===== src/rtl/cdr_loop_filter.sv =====
// cdr_loop_filter: second-order loop filter for a bang-bang clock/data recovery loop.
// Up/Dn votes are integrated over a fixed window. A signed decision at each window end
// steps a phase accumulator (proportional KP plus the scaled integral) and a saturating
// frequency integral. The upper phase bits drive the phase interpolator. A small FSM
// reports lock once windows stop trending in one direction.
module cdr_loop_filter #(
    parameter int VOTE_LEN  = 8,
    parameter int INT_W     = 10,
    parameter int PI_CODE_W = 7,
    parameter int FRAC_W    = 5,
    parameter int KP        = 4,
    parameter int KI_SHIFT  = 4,
    parameter int LOCK_CNT  = 15
) (
    input  logic                    clk,
    input  logic                    rst_n,
    input  logic                    enable,
    input  logic                    Up,
    input  logic                    Dn,
    output logic [PI_CODE_W-1:0]    pi_code,
    output logic                    code_valid,
    output logic signed [INT_W-1:0] freq_int,
    output logic                    lock
);
    localparam int CNT_W = $clog2(VOTE_LEN);
    localparam int VS_W  = $clog2(VOTE_LEN) + 2;
    localparam int PH_W  = PI_CODE_W + FRAC_W;
    localparam int LK_W  = $clog2(LOCK_CNT + 1);

    localparam logic [CNT_W-1:0]        WIN_LAST = CNT_W'(VOTE_LEN - 1);
    localparam logic [LK_W-1:0]         LK_MAX   = LK_W'(LOCK_CNT);
    localparam logic signed [INT_W-1:0] FREQ_MAX = {1'b0, {(INT_W-1){1'b1}}};
    localparam logic signed [INT_W-1:0] FREQ_MIN = {1'b1, {(INT_W-1){1'b0}}};
    localparam logic [PH_W-1:0]         KP_POS   = PH_W'(KP);
    localparam logic [PH_W-1:0]         KP_NEG   = PH_W'(-KP);

    typedef enum logic [0:0] {
        HUNT   = 1'b0,
        LOCKED = 1'b1
    } lock_state_t;

    // Single-cycle vote: +1 advance, -1 retard, 0 when both or neither are set.
    function automatic logic signed [1:0] vote_of(input logic up, input logic dn);
        logic signed [1:0] v;
        case ({up, dn})
            2'b10:   v = 2'sb01;
            2'b01:   v = 2'sb11;
            default: v = 2'sb00;
        endcase
        return v;
    endfunction

    // Sign of the window total as a signed {-1, 0, +1}.
    function automatic logic signed [1:0] sign_of(input logic signed [VS_W-1:0] t);
        logic signed [1:0] s;
        if (t == {VS_W{1'b0}}) begin
            s = 2'sb00;
        end else if (t[VS_W-1]) begin
            s = 2'sb11;
        end else begin
            s = 2'sb01;
        end
        return s;
    endfunction

    logic signed [VS_W-1:0]  vote_sum_r;
    logic [CNT_W-1:0]        win_cnt_r;
    logic [PH_W-1:0]         phase_r;
    logic [PI_CODE_W-1:0]    pi_code_r;
    logic                    code_valid_r;
    logic signed [INT_W-1:0] freq_int_r;
    logic                    lock_r;
    lock_state_t             state_r;
    logic [LK_W-1:0]         lk_cnt_r;
    logic signed [1:0]       prev_dec_r;
    logic [1:0]              run_r;

    logic signed [1:0]       vote_s;
    logic                    win_end_s;
    logic signed [VS_W-1:0]  total_s;
    logic signed [1:0]       dec_s;
    logic signed [INT_W-1:0] freq_shift_s;
    logic [PH_W-1:0]         step_s;
    logic [PH_W-1:0]         phase_nxt_s;
    logic [PI_CODE_W-1:0]    pi_nxt_s;
    logic                    changed_s;
    logic signed [INT_W-1:0] freq_nxt_s;
    lock_state_t             state_nxt_s;
    logic [LK_W-1:0]         lk_nxt_s;
    logic signed [1:0]       prev_nxt_s;
    logic [1:0]              run_nxt_s;
    logic [LK_W-1:0]         lk_inc_s;

    // Window decision, next phase step and saturating integral update.
    always_comb begin
        vote_s    = vote_of(Up, Dn);
        win_end_s = enable && (win_cnt_r == WIN_LAST);
        total_s   = vote_sum_r + VS_W'(vote_s);
        if (win_end_s) begin
            dec_s = sign_of(total_s);
        end else begin
            dec_s = 2'sb00;
        end
        // Integral contribution uses the value before this window's update.
        freq_shift_s = freq_int_r >>> KI_SHIFT;
        if (dec_s[1]) begin
            step_s = KP_NEG + PH_W'(freq_shift_s);
        end else begin
            step_s = KP_POS + PH_W'(freq_shift_s);
        end
        phase_nxt_s = phase_r + step_s;
        pi_nxt_s    = phase_nxt_s[PH_W-1:FRAC_W];
        changed_s   = (dec_s != 2'sb00) && (pi_nxt_s != pi_code_r);
        if ((dec_s == 2'sb01) && (freq_int_r != FREQ_MAX)) begin
            freq_nxt_s = freq_int_r + INT_W'(1);
        end else if ((dec_s == 2'sb11) && (freq_int_r != FREQ_MIN)) begin
            freq_nxt_s = freq_int_r - INT_W'(1);
        end else begin
            freq_nxt_s = freq_int_r;
        end
    end

    // Vote window, phase accumulator, integral and code outputs.
    always_ff @(posedge clk) begin
        if (!rst_n) begin
            vote_sum_r   <= {VS_W{1'b0}};
            win_cnt_r    <= {CNT_W{1'b0}};
            phase_r      <= {PH_W{1'b0}};
            pi_code_r    <= {PI_CODE_W{1'b0}};
            freq_int_r   <= {INT_W{1'b0}};
            code_valid_r <= 1'b0;
        end else begin
            // The pulse always self-clears so it lasts exactly one cycle.
            code_valid_r <= changed_s;
            if (enable) begin
                if (win_end_s) begin
                    vote_sum_r <= {VS_W{1'b0}};
                    win_cnt_r  <= {CNT_W{1'b0}};
                end else begin
                    vote_sum_r <= total_s;
                    win_cnt_r  <= win_cnt_r + CNT_W'(1);
                end
                if (dec_s != 2'sb00) begin
                    phase_r    <= phase_nxt_s;
                    pi_code_r  <= pi_nxt_s;
                    freq_int_r <= freq_nxt_s;
                end
            end
        end
    end

    // Lock FSM next state: lk_cnt counts non-trending windows, run_r counts same-sign streaks.
    always_comb begin
        state_nxt_s = state_r;
        lk_nxt_s    = lk_cnt_r;
        prev_nxt_s  = prev_dec_r;
        run_nxt_s   = run_r;
        lk_inc_s    = (lk_cnt_r == LK_MAX) ? LK_MAX : (lk_cnt_r + LK_W'(1));
        if (win_end_s) begin
            if (dec_s == 2'sb00) begin
                lk_nxt_s  = lk_inc_s;
                run_nxt_s = 2'd0;
            end else if (dec_s == prev_dec_r) begin
                lk_nxt_s  = {LK_W{1'b0}};
                run_nxt_s = (run_r == 2'd3) ? 2'd3 : (run_r + 2'd1);
            end else begin
                // With no earlier nonzero decision there is nothing to oppose.
                if (prev_dec_r != 2'sb00) begin
                    lk_nxt_s = lk_inc_s;
                end else begin
                    lk_nxt_s = lk_cnt_r;
                end
                run_nxt_s  = 2'd1;
                prev_nxt_s = dec_s;
            end
            case (state_r)
                HUNT: begin
                    if (lk_nxt_s == LK_MAX) begin
                        state_nxt_s = LOCKED;
                    end else begin
                        state_nxt_s = HUNT;
                    end
                end
                LOCKED: begin
                    if (run_nxt_s == 2'd3) begin
                        state_nxt_s = HUNT;
                    end else begin
                        state_nxt_s = LOCKED;
                    end
                end
                default: state_nxt_s = HUNT;
            endcase
        end else begin
            state_nxt_s = state_r;
        end
    end

    // Lock FSM state register and registered lock flag.
    always_ff @(posedge clk) begin
        if (!rst_n) begin
            state_r    <= HUNT;
            lk_cnt_r   <= {LK_W{1'b0}};
            prev_dec_r <= 2'sb00;
            run_r      <= 2'd0;
            lock_r     <= 1'b0;
        end else if (enable) begin
            state_r    <= state_nxt_s;
            lk_cnt_r   <= lk_nxt_s;
            prev_dec_r <= prev_nxt_s;
            run_r      <= run_nxt_s;
            lock_r     <= (state_nxt_s == LOCKED);
        end
    end

    assign pi_code    = pi_code_r;
    assign code_valid = code_valid_r;
    assign freq_int   = freq_int_r;
    assign lock       = lock_r;

endmodule


===== config.mk =====
export PLATFORM = sky130hd
export DESIGN_NAME = cdr_loop_filter
export DESIGN_NICKNAME = d
export VERILOG_FILES = /design/src/rtl/cdr_loop_filter.sv
export SDC_FILE = /design/constraint.sdc
export NUM_CORES = 1
export LEC_CHECK = 0
export ABC_AREA = 0
export CORE_AREA = 2 2 80 82
export DETAILED_ROUTE_END_ITERATION = 7
export DIE_AREA = 0 0 82 84
export PLACE_DENSITY = 0.77
export SYNTH_ARGS = -nofsm -noshare
export SYNTH_HDL_FRONTEND = slang
export SYNTH_SLANG_ARGS = --single-unit
export TNS_END_PERCENT = 5

===== constraint.sdc =====
create_clock -name clk -period 15.3 [get_ports clk]
set_input_delay 2.295 -clock clk [delete_from_list [all_inputs] [get_ports clk]]
set_output_delay 2.295 -clock clk [all_outputs]
set_load 0.05 [all_outputs]

==> results.cfg <==
[outcome]
run_status = completed

[power_and_ir_drop]
max-vdd-ir-drop_mv = 0.0344
p_comb_frac = 0.122
p_leak_nw = 1.51
p_clk_frac = 0.350
switching_share = 0.272
p_int_w = 0.000149
power.share.sequential = 0.528
pwr_density_cell_mw_per_mm2 = 57.5
switchingPower_w = 0.0000556

[floorplan]
core_area_sq_mm = 0.00610
die_y_um = 84
ios = 24
fp.dieW_um = 82
num_rows = 29
initial_core_util = 0.532
die_area_sq_mm = 0.00689

[timing]
setup_viol = 0
tightestPinTransition_ps = 859
fmax_mhz = 132
period_minus_slack_ps = 7560
skew_ps = 8.98
maxSlewHeadroom = 0.424
rsz0062_at_grt = false
slew_viol_final = 0
tns_ps = 0
setup_slack_ps = 7740
hold_violations = 0
finalCritPeriodShare = 0.494

[logic_synthesis]
synth_cell_types = 64
yosysSeqAreaShare = 0.247
synth_fp_nets = 420
netlist.area_leader.share = 0.247
synth_edf_count = 0
synth_area_leaders = dfxtp_1 (25%), ha_1 (12%), mux2i_1 (5.2%), nor2b_1 (5.0%), xnor2_1 (4.9%)
async_reset_ff_frac = 0
synth.most_common_cell = dfxtp_1
ys.warnings.count = 0
synthTopCellsByCount = dfxtp_1 (40), ha_1 (31), nand2_1 (30)
netlist_area_sq_mm = 0.00324
synthCells = 381
synth_top_flop_cell = dfxtp_1
syn_area_per_cell_sq_um = 8.51
ys_seq_elements = 40
yosys.area.top_type = dfxtp_1

[clock_tree]
cts_tree = done
cts_buffer_depth = 2
hold_buffers = 0
cts_root_buffer = clkbuf_8
insertion_delay_ps = 300
cts_setup_buffers = 0
htree_levels = 2
cts_buffers = 5
cts_resized = 0
clkTransAtPathRegs_ps = 80
cts.sinks = 40

[worst_setup_path]
r2r-end = code_valid
required_ps = 15460
start_kind = input pin
cp-startpoint = Dn
cp_max_fo = 12
end_kind = flop
crit_arrival_ps = 7720
r2r_start = vote_sum_r[1]
rrSetupSlack_ps = 10140
rr_worst_depth = 19
worstSetupPathType = in -> reg

[layout]
fillers = 551
multiInputGateArea_sq_mm = 0.00226
diodes = 0
final_area_sq_mm = 0.00355
seqCellArea_sq_um = 801
stdcell_count = 471
layout.nets = 432
post-route-util = 0.583
syn2layout_area_growth_pct = 9.61
layout-drive-gt1-share = 0.0508

[place]
placed_area_sq_mm = 0.00347
preCtsSetupSlack_ps = 7520
hpwl_um = 4640
gp_congestion = 0.856
placed_cells = 463
port_buffers = 23

[min_path]
hp-class = reg -> reg
hp-start = state_r
hold_path_end = state_r
hold_path_depth = 2

[drt]
avgRoutedWirePerCell_um = 13.6
drtIter0Drc = 106
wl_um = 6410
drcViolationCount = 0
drt-pass1-iter-count = 4
final_antenna_net_count = 0
viasPerCell = 5.72
dr_total_vias = 2694

[grt]
grt_max_degree = 43
grt_pass1_vias = 2479
gr-total-overflow = 0
antenna_found_initial = 0
grt_pass1_wl_um = 11000
track_usage = 0.199

[run]
max_cap_viol_count = 0
state kept, by name, summed over array words and instances (netlist names):
name        cells
code_valid      1
freq_int       10
lk_cnt_r        4
phase_r        12
prev_dec_r      2
run_r           2
state_r         1
vote_sum_r      5
win_cnt_r       3
metrics by stage:
step | hold slack, ps | power, W
CTS | 512 | 0.000206
global placement | 486 | 0.000135
floorplan | 481 | 0.000130
finish | 511 | 0.000204
global route | 534 | 0.000215
detailed placement | 501 | 0.000135
worst max path at each step:
stage / depth (start not counted) / end / slack, ps
final: 21 / code_valid / 7740
after global routing: 20 / phase_r[11] / 7240
after detailed placement: 21 / code_valid / 7520
after global placement: 21 / code_valid / 7790
after floorplan: 22 / code_valid / 8630
after CTS: 21 / code_valid / 7810
power groups by stage:
stage | sequential (W) | clock [W] | combinational (W)
3_5_place_dp | 0.000110 | 0 | 0.0000249
2_1_floorplan | 0.000109 | 0 | 0.0000216
4_1_cts | 0.000108 | 0.0000736 | 0.0000250
5_1_grt | 0.000108 | 0.0000791 | 0.0000276
3_3_place_gp | 0.000110 | 0 | 0.0000245
6_report | 0.000108 | 0.0000714 | 0.0000250
cell type report:
cell class | count | share of cell area
Tap cell | 77 | 0.0271
Clock inverter | 3 | 0.00528
Timing Repair Buffer | 25 | 0.0690
Clock buffer | 5 | 0.0194
Inverter | 18 | 0.0190
Multi-Input combinational cell | 303 | 0.635
Sequential cell | 40 | 0.225
kinds of logic after synthesis:
kind of cell | count (synthesis) | synth area share
AOI/OAI and AO/OA | 88 | 0.189
xor gates and xnor gates | 31 | 0.0838
adders and majority gates | 34 | 0.138
buffers and inverters | 38 | 0.0571
DFF | 40 | 0.247
muxes | 17 | 0.0525
and+or+nand+nor | 133 | 0.232
critical path: stages:
cell             delay, ps
clkdlybuf4s50_1        480
ha_1                   390
xor2_1                 190
ha_1                   220
nor4bb_1               420
or4_4                  220
a21oi_2                 60
o21ai_1                440
inv_1                  200
fa_1                   450
a2111oi_0              390
a21o_1                 340
ha_1                   300
or2_2                  270
a21oi_1                140
a31oi_1                 80
a21o_1                 210
a21oi_1                180
xnor2_1                180
xnor2_1                150
a41oi_1                120
layout by cell type, fill, tap and decap left out, types with 2 or more instances in the layout:
cell type        netlist  routed
or3_1                  2       2
a31oi_1                4       4
o21ai_0               10      10
or2_2                  2       2
and3_1                 2       2
xnor2_1               18      18
nor3_1                 7       7
nand3_1                8       8
a21boi_0               6       6
a2111oi_0              2       2
nor3b_1                2       2
nor2b_1               26      26
o2111ai_1              2       2
a21o_1                11      11
buf_4                  8       2
o22ai_1                7       7
a211oi_1               2       2
xor2_1                13      13
nor4_1                 5       5
dfxtp_1               40      40
nand4_1                5       5
fa_1                   3       3
clkinv_2               0       2
clkdlybuf4s50_1        0      23
and2_1                14      14
a22oi_1                2       2
a21oi_1               17      17
nand2_1               30      30
nor4b_1                2       2
o21bai_1               3       3
a41oi_1                2       2
o21a_1                 6       6
clkbuf_8               0       5
mux2i_1               17      17
ha_1                  31      31
o21ai_1                2       2
nand2b_1               3       3
inv_1                 18      18
nor2_1                14      14
layer usage:
metal  global-route usage  routed length [um]  vias up
met5                    0                   0        -
met4               0.0576                  83        0
li1                     -                   -     1379
met3               0.0346                 219        9
met1                0.274                3180     1258
met2                0.313                2930       48
Power figures use the tool's default switching activity.
